File: src/rtl/m62_rom_loader_if.sv
// ioctl download stream plus the two SDRAM toggle req/ack ports of the ROM loader.
interface m62_rom_loader_if;
    logic        ioctl_download;
    logic [7:0]  ioctl_index;
    logic        ioctl_wr;
    logic [24:0] ioctl_addr;
    logic [7:0]  ioctl_dout;
    logic        ioctl_wait;
    logic        port1_req;
    logic        port1_ack;
    logic [22:0] port1_a;
    logic [1:0]  port1_ds;
    logic        port2_req;
    logic        port2_ack;
    logic [22:0] port2_a;
    logic [1:0]  port2_ds;
    logic [15:0] port_d;

    modport slave (
        input  ioctl_download, ioctl_index, ioctl_wr, ioctl_addr, ioctl_dout,
        input  port1_ack, port2_ack,
        output ioctl_wait, port1_req, port1_a, port1_ds,
        output port2_req, port2_a, port2_ds, port_d
    );

    modport master (
        output ioctl_download, ioctl_index, ioctl_wr, ioctl_addr, ioctl_dout,
        output port1_ack, port2_ack,
        input  ioctl_wait, port1_req, port1_a, port1_ds,
        input  port2_req, port2_a, port2_ds, port_d
    );
endinterface

File: src/rtl/m62_rom_loader.sv
// ROM download front end: routes ioctl bytes to SDRAM ports, sound/PROM strobes and latches,
// stalling the HPS until SDRAM acknowledges each ROM byte.
module m62_rom_loader #(
    parameter logic [24:0] SND_BASE  = 25'h20000,
    parameter logic [24:0] GFX_BASE  = 25'h30000,
    parameter logic [24:0] PROM_BASE = 25'hA0000,
    parameter logic [24:0] PROM_SIZE = 25'h00920,
    parameter int unsigned TIMEOUT   = 1023
) (
    input  logic        clk_sys,
    input  logic        reset_n,
    m62_rom_loader_if.slave bus,
    output logic        snd_wr,
    output logic [15:0] snd_addr,
    output logic [7:0]  snd_data,
    output logic        prom_wr,
    output logic [11:0] prom_addr,
    output logic [7:0]  prom_data,
    output logic [7:0]  core_mod,
    output logic [63:0] dip_sw,
    output logic        rom_loaded,
    output logic        dl_error,
    output logic [24:0] byte_count
);
    localparam int unsigned TMR_W = $clog2(TIMEOUT + 1);
    localparam logic [TMR_W-1:0] TMR_LAST = TMR_W'(TIMEOUT - 1);

    localparam logic [1:0] S_IDLE  = 2'd0;
    localparam logic [1:0] S_ISSUE = 2'd1;
    localparam logic [1:0] S_WAIT  = 2'd2;

    logic [1:0]       state, state_d;
    logic             wr_prev, dl_prev, end_pend, p2_used;
    logic [24:0]      addr_q;
    logic [7:0]       data_q;
    logic [TMR_W-1:0] tmr;

    logic        accept_c, rom_idx_c, dl_rise_c, dl_fall_c, acks_done_c;
    logic        done_c, timeout_c;
    logic [23:0] p2_off_c;

    assign accept_c    = bus.ioctl_wr & ~wr_prev & bus.ioctl_download;
    assign rom_idx_c   = (bus.ioctl_index == 8'd0);
    assign dl_rise_c   = bus.ioctl_download & ~dl_prev & rom_idx_c;
    assign dl_fall_c   = ~bus.ioctl_download & dl_prev & rom_idx_c;
    assign acks_done_c = (bus.port1_ack == bus.port1_req) &&
                         (!p2_used || (bus.port2_ack == bus.port2_req));
    assign p2_off_c    = 24'(bus.ioctl_addr - GFX_BASE);

    // next-state logic
    always_comb begin
        state_d   = state;
        done_c    = 1'b0;
        timeout_c = 1'b0;
        case (state)
            S_IDLE:  if (accept_c && rom_idx_c) state_d = S_ISSUE;
            S_ISSUE: state_d = S_WAIT;
            S_WAIT: begin
                if (acks_done_c) begin
                    done_c  = 1'b1;
                    state_d = S_IDLE;
                end else if (tmr == TMR_LAST) begin
                    timeout_c = 1'b1;
                    state_d   = S_IDLE;
                end
            end
            default: state_d = S_IDLE;
        endcase
    end

    always_ff @(posedge clk_sys or negedge reset_n) begin
        if (!reset_n) state <= S_IDLE;
        else          state <= state_d;
    end

    // datapath and status registers
    always_ff @(posedge clk_sys or negedge reset_n) begin
        if (!reset_n) begin
            wr_prev        <= 1'b0;
            dl_prev        <= 1'b0;
            end_pend       <= 1'b0;
            p2_used        <= 1'b0;
            addr_q         <= '0;
            data_q         <= '0;
            tmr            <= '0;
            bus.ioctl_wait <= 1'b0;
            bus.port1_req  <= 1'b0;
            bus.port1_a    <= '0;
            bus.port1_ds   <= '0;
            bus.port2_req  <= 1'b0;
            bus.port2_a    <= '0;
            bus.port2_ds   <= '0;
            bus.port_d     <= '0;
            snd_wr         <= 1'b0;
            snd_addr       <= '0;
            snd_data       <= '0;
            prom_wr        <= 1'b0;
            prom_addr      <= '0;
            prom_data      <= '0;
            core_mod       <= '0;
            dip_sw         <= '0;
            rom_loaded     <= 1'b0;
            dl_error       <= 1'b0;
            byte_count     <= '0;
        end else begin
            wr_prev <= bus.ioctl_wr;
            dl_prev <= bus.ioctl_download;
            snd_wr  <= 1'b0;
            prom_wr <= 1'b0;

            if (dl_rise_c) begin
                byte_count <= '0;
                dl_error   <= 1'b0;
                end_pend   <= 1'b0;
            end

            if (accept_c && bus.ioctl_index == 8'd1)
                core_mod <= bus.ioctl_dout;
            if (accept_c && bus.ioctl_index == 8'd254 && bus.ioctl_addr[24:3] == 22'd0)
                dip_sw[{bus.ioctl_addr[2:0], 3'b000} +: 8] <= bus.ioctl_dout;

            if (accept_c && rom_idx_c) begin
                if (state == S_IDLE) begin
                    addr_q         <= bus.ioctl_addr;
                    data_q         <= bus.ioctl_dout;
                    bus.ioctl_wait <= 1'b1;
                    bus.port1_a    <= bus.ioctl_addr[23:1];
                    bus.port1_ds   <= {bus.ioctl_addr[0], ~bus.ioctl_addr[0]};
                    bus.port2_a    <= p2_off_c[23:1];
                    bus.port2_ds   <= {p2_off_c[0], ~p2_off_c[0]};
                    bus.port_d     <= {bus.ioctl_dout, bus.ioctl_dout};
                    if (dl_rise_c)        byte_count <= 25'd1;
                    else if (~&byte_count) byte_count <= byte_count + 25'd1;
                end else begin
                    dl_error <= 1'b1;
                end
            end

            if (state == S_ISSUE) begin
                tmr           <= '0;
                bus.port1_req <= ~bus.port1_req;
                p2_used       <= (addr_q >= GFX_BASE);
                if (addr_q >= GFX_BASE) bus.port2_req <= ~bus.port2_req;
                if (addr_q >= SND_BASE && addr_q < GFX_BASE) begin
                    snd_wr   <= 1'b1;
                    snd_addr <= addr_q[15:0];
                    snd_data <= data_q;
                end
                if (addr_q >= PROM_BASE && addr_q < PROM_BASE + PROM_SIZE) begin
                    prom_wr   <= 1'b1;
                    prom_addr <= 12'(addr_q - PROM_BASE);
                    prom_data <= data_q;
                end
            end

            if (state == S_WAIT) begin
                tmr <= tmr + TMR_W'(1);
                if (done_c || timeout_c) bus.ioctl_wait <= 1'b0;
                if (timeout_c)           dl_error       <= 1'b1;
            end

            // end of download is judged only once no handshake is in flight
            if (dl_fall_c && state != S_IDLE) begin
                end_pend <= 1'b1;
            end else if ((dl_fall_c || end_pend) && state == S_IDLE) begin
                end_pend <= 1'b0;
                if (byte_count != 25'd0 && !dl_error) rom_loaded <= 1'b1;
            end
        end
    end
endmodule

File: src/flat_wrapper.sv
// flat-port wrapper written by rule: the top's interface ports become plain ports
module m62_rom_loader_flat 
#(
    parameter logic [24:0] SND_BASE  = 25'h20000,
    parameter logic [24:0] GFX_BASE  = 25'h30000,
    parameter logic [24:0] PROM_BASE = 25'hA0000,
    parameter logic [24:0] PROM_SIZE = 25'h00920,
    parameter int unsigned TIMEOUT   = 1023
)
  (clk_sys, reset_n, snd_wr, snd_addr, snd_data, prom_wr, prom_addr, prom_data, core_mod, dip_sw, rom_loaded, dl_error, byte_count, bus_ioctl_download, bus_ioctl_index, bus_ioctl_wr, bus_ioctl_addr, bus_ioctl_dout, bus_port1_ack, bus_port2_ack, bus_ioctl_wait, bus_port1_req, bus_port1_a, bus_port1_ds, bus_port2_req, bus_port2_a, bus_port2_ds, bus_port_d);
  m62_rom_loader_if bus_i ();
  input  logic clk_sys;
  input  logic reset_n;
  output logic snd_wr;
  output logic [15:0] snd_addr;
  output logic [7:0] snd_data;
  output logic prom_wr;
  output logic [11:0] prom_addr;
  output logic [7:0] prom_data;
  output logic [7:0] core_mod;
  output logic [63:0] dip_sw;
  output logic rom_loaded;
  output logic dl_error;
  output logic [24:0] byte_count;
  input wire logic [$bits(bus_i.ioctl_download)-1:0] bus_ioctl_download;
  input wire logic [$bits(bus_i.ioctl_index)-1:0] bus_ioctl_index;
  input wire logic [$bits(bus_i.ioctl_wr)-1:0] bus_ioctl_wr;
  input wire logic [$bits(bus_i.ioctl_addr)-1:0] bus_ioctl_addr;
  input wire logic [$bits(bus_i.ioctl_dout)-1:0] bus_ioctl_dout;
  input wire logic [$bits(bus_i.port1_ack)-1:0] bus_port1_ack;
  input wire logic [$bits(bus_i.port2_ack)-1:0] bus_port2_ack;
  output wire logic [$bits(bus_i.ioctl_wait)-1:0] bus_ioctl_wait;
  output wire logic [$bits(bus_i.port1_req)-1:0] bus_port1_req;
  output wire logic [$bits(bus_i.port1_a)-1:0] bus_port1_a;
  output wire logic [$bits(bus_i.port1_ds)-1:0] bus_port1_ds;
  output wire logic [$bits(bus_i.port2_req)-1:0] bus_port2_req;
  output wire logic [$bits(bus_i.port2_a)-1:0] bus_port2_a;
  output wire logic [$bits(bus_i.port2_ds)-1:0] bus_port2_ds;
  output wire logic [$bits(bus_i.port_d)-1:0] bus_port_d;
  assign bus_i.ioctl_download = bus_ioctl_download;
  assign bus_i.ioctl_index = bus_ioctl_index;
  assign bus_i.ioctl_wr = bus_ioctl_wr;
  assign bus_i.ioctl_addr = bus_ioctl_addr;
  assign bus_i.ioctl_dout = bus_ioctl_dout;
  assign bus_i.port1_ack = bus_port1_ack;
  assign bus_i.port2_ack = bus_port2_ack;
  assign bus_ioctl_wait = bus_i.ioctl_wait;
  assign bus_port1_req = bus_i.port1_req;
  assign bus_port1_a = bus_i.port1_a;
  assign bus_port1_ds = bus_i.port1_ds;
  assign bus_port2_req = bus_i.port2_req;
  assign bus_port2_a = bus_i.port2_a;
  assign bus_port2_ds = bus_i.port2_ds;
  assign bus_port_d = bus_i.port_d;
  m62_rom_loader #(.SND_BASE(SND_BASE), .GFX_BASE(GFX_BASE), .PROM_BASE(PROM_BASE), .PROM_SIZE(PROM_SIZE), .TIMEOUT(TIMEOUT)) u_core (.clk_sys(clk_sys), .reset_n(reset_n), .bus(bus_i), .snd_wr(snd_wr), .snd_addr(snd_addr), .snd_data(snd_data), .prom_wr(prom_wr), .prom_addr(prom_addr), .prom_data(prom_data), .core_mod(core_mod), .dip_sw(dip_sw), .rom_loaded(rom_loaded), .dl_error(dl_error), .byte_count(byte_count));
endmodule
File: config.mk
export PLATFORM = sky130hd
export DESIGN_NAME = m62_rom_loader_flat
export DESIGN_NICKNAME = d
export VERILOG_FILES = /design/src/rtl/m62_rom_loader_if.sv /design/src/rtl/m62_rom_loader.sv /design/src/flat_wrapper.sv
export SDC_FILE = /design/constraint.sdc
export NUM_CORES = 1
export LEC_CHECK = 0
export ABC_AREA = 1
export BUFFER_PORTS_ARGS = -buffer_cell sky130_fd_sc_hd__buf_2
export CELL_PAD_IN_SITES_DETAIL_PLACEMENT = 0
export CELL_PAD_IN_SITES_GLOBAL_PLACEMENT = 2
export CORE_AREA = 4 4 186 188
export CTS_CLUSTER_SIZE = 28
export DETAILED_ROUTE_END_ITERATION = 7
export DIE_AREA = 0 0 190 192
export PLACE_DENSITY_LB_ADDON = 0.1
export SYNTH_ARGS = -nofsm -noshare
export SYNTH_HDL_FRONTEND = slang
export SYNTH_SLANG_ARGS = --single-unit
File: constraint.sdc
create_clock -name clk_sys -period 2.3 [get_ports clk_sys]
set_input_delay 0.23 -clock clk_sys [delete_from_list [all_inputs] [get_ports clk_sys]]
set_output_delay 0.23 -clock clk_sys [all_outputs]
set_load 0.01 [all_outputs]
==> results.yml <==
run_status:
  status: "completed"
worst_setup_path:
  cp-end-kind: "flop"
  crit_type: "flop to flop"
  critical_path.cell_chain: "ha_1 > inv_1 > nor2_1 > nand2_2 > nor2_4 > nand3_4 > nand2_2 > nor2_1 > nand2_1 > nand2_1 > nor2_1"
  crit_buf_inv: 1
  cpMostUsedCell: "nor2_1"
  max_stage_delay_ns: 0.38
  required_ns: 2.76
  startpoint_type: "flop"
  cp_max_fo: 25
  slowest_stage: "dfrtp_1"
  path_delay_family: "simple AND/OR/NAND/NOR gates"
  cp.arrival_ns: 2.42
global_route:
  grt_use_total_pct: 17.7
  grt_pass1_vias: 8737
  gr-total-overflow: 0
  grt_max_degree: 95
  grt_pass1_wl_um: 51200
  antenna_found_initial: 6
place:
  portBuffers: 260
  dp_hpwl_um: 25000
  gp_congestion: 0.826
  dp_slack_ns: 0.223
layout:
  final_nets: 1533
  fin_util_pct: 38.5
  area_growth_pct: 26.2
  drive_gt1_share_pct: 24.7
clocking:
  tritoncts: "built"
  clk_latency_ns: 0.54
  numCtsBuffers: 26
  clk_path_buf_depth: 3
  path_clk_slew_ns: 0.06
  h-tree-depth: 1
  cts.sinks: 206
  post_cts_buffers: 0
  cts_root_buf: "clkbuf_16"
floorplan:
  ios: 261
  dieArea_um2: 36500
  die_h_um: 192
  coreArea_um2: 33100
  start_util_pct: 30.5
  die_w_um: 190
  num_rows: 67
power_and_ir_drop:
  powerDensity_nw_per_um2: 695
  leakagePower_uw: 0.00692
  ir_drop_v: 0.000475
detailed_routing:
  detail_route.first_pass.iterations: 5
  drc_errors: 0
  via_per_inst: 4.57
  drt_wl_total_um: 33400
  drt.antenna.violating_nets: 0
  drt_iter0_markers: 526
  vias: 8867
  wl_per_cell_um: 17.2
yosys:
  synth-edff-count: 0
  synth_top_area_cell: "dfrtp_1"
  synth_common_cells: "365 x nand2_1, 206 x dfrtp_1, 120 x nor2_1"
  async_flop_share_pct: 100
  synth-main-ff-cell: "dfrtp_1"
  synth.most_common_cell: "nand2_1"
  ys_ff_latch: 206
  syn_inst: 1227
  syn-num-nets: 1287
  seq_area_frac_synth_pct: 51.0
  netlist_area_um2: 10100
  avgSynthCellArea_um2: 8.23
  synth_top_area_share_pct: 51.0
  ys_warn_count: 0
  netlist_top_cells_area: "dfrtp_1 51%, nand2_1 14%, nor2_1 4.5%"
  ys_types: 37
timing:
  slew_headroom_pct: 62.4
  finalSetupTns_ns: 0
  rsz0062_at_grt: "no"
  fin_crit_sh_pct: 85.2
  min_period_ns: 1.96
  fmax_mhz: 511
  finalWorstSetupSlack_ns: 0.341
  finalHoldViolCount: 0
  drv_slew: 0
  fin_skew_ns: 0.0199
  setup_viol: 0
  tightest_slew_ns: 0.564
min_path:
  hp-class: "primary input to flop"
flow_run:
  drv_cap: 0
## flip-flops by register name, summed over array words and instances (netlist names), 7 cells and up
register,cells
u_core.prom_data,8
u_core.dip_sw,64
u_core.tmr,10
u_core.snd_data,8
u_core.data_q,7
u_core.bus.port2_a,8
u_core.core_mod,8
u_core.prom_addr,12
u_core.addr_q,25
u_core.snd_addr,16
u_core.byte_count,25
## cell usage in the layout (no fill, tap or decap), types with 3 or more instances in the layout
cell type / count
nand2_1: 365
buf_2: 259
dfrtp_1: 206
nor2_1: 120
inv_1: 92
o21ai_0: 87
nand3_1: 73
nand4_1: 65
buf_4: 34
nor3_1: 26
clkbuf_16: 26
dlygate4sd3_1: 16
ha_1: 13
a21oi_1: 10
xor2_1: 10
clkbuf_1: 9
nor4_1: 7
clkbuf_8: 7
nor3_2: 6
nand3_2: 6
inv_2: 5
buf_12: 5
nor2_4: 4
o21bai_1: 4
nand2_2: 3
nor3b_1: 3
or2_1: 3
nor3_4: 3
## final timing paths
| kind | startpoint | endpoint | slack [ns] | cells after the start |
|---|---|---|---|---|
| max in group asynchronous | reset_n | u_core.dip_sw[26]$_DFFE_PN0P_ | 1.50 | 3 |
| min in group asynchronous | reset_n | u_core.byte_count[18]$_DFF_PN0_ | 0.29 | 3 |
| setup reg to reg | u_core.byte_count[1]$_DFF_PN0_ | u_core.byte_count[8]$_DFF_PN0_ | 0.34 | 11 |
| hold reg to reg | u_core.rom_loaded$_DFFE_PN0P_ | u_core.rom_loaded$_DFFE_PN0P_ | 0.46 | 2 |
| setup / recovery | u_core.byte_count[1]$_DFF_PN0_ | u_core.byte_count[8]$_DFF_PN0_ | 0.34 | 11 |
| hold / removal | bus_ioctl_addr[21] | u_core.addr_q[21]$_DFFE_PN0P_ | 0.03 | 3 |
## final cells by class
class                           instances  area (um2)
Antenna cell                            2        5.00
Clock buffer                           42         781
Clock inverter                          5        86.3
Fill cell                            3516       20400
Inverter                               97         364
Multi-Input combinational cell        827        3970
Sequential cell                       206        5150
Tap cell                              448         561
Timing Repair Buffer                  315        1830
## stage by stage
stage	instance area, um2	total power (uW)	hold slack (ns)	cells
floorplan	10100	4370	-0.0656	1227
global placement	11700	4790	0.249	1877
detailed placement	11700	4780	0.245	1877
CTS	12700	9010	0.000265	1940
global route	12700	9290	0.0143	1942
finish	12700	8850	0.0252	1942
## power by group
| part | leakage, uW | internal (uW) | switching, uW |
|---|---|---|---|
| Sequential | 0.00272 | 3720 | 93.8 |
| Combinational | 0.00378 | 304 | 607 |
| Clock | 0.000424 | 2530 | 1600 |
| Total | 0.00692 | 6560 | 2300 |
## per-layer routing
metal | wire length, um | share of wire, % | GRT usage [%]
met5 | 46 | 0.14 | 0
met4 | 478 | 1.4 | 3.53
met3 | 2000 | 6.0 | 3.44
met2 | 15200 | 46 | 28.1
met1 | 15700 | 47 | 25.3
## timing repair
action                    4_1_cts  5_1_grt
gates resized for setup         0        0
hold endpoints to repair      221        0
hold buffers                   16        0
## kinds of logic after synthesis
family | count (synthesis) | synth area share [%]
AOI/OAI and AO/OA | 108 | 5.64
xor gates and xnor gates | 12 | 1.04
adders and majority gates | 13 | 1.61
buffers and inverters | 194 | 9.71
DFF | 206 | 51.0
and+or+nand+nor | 694 | 31.0
## worst min-delay path: cells and delay by family
family,cells,cell delay (ns)
AOI/OAI and AO/OA,1,0.08
buffers and inverters,2,0.18
Note: power is estimated with default switching activity, not from simulation.
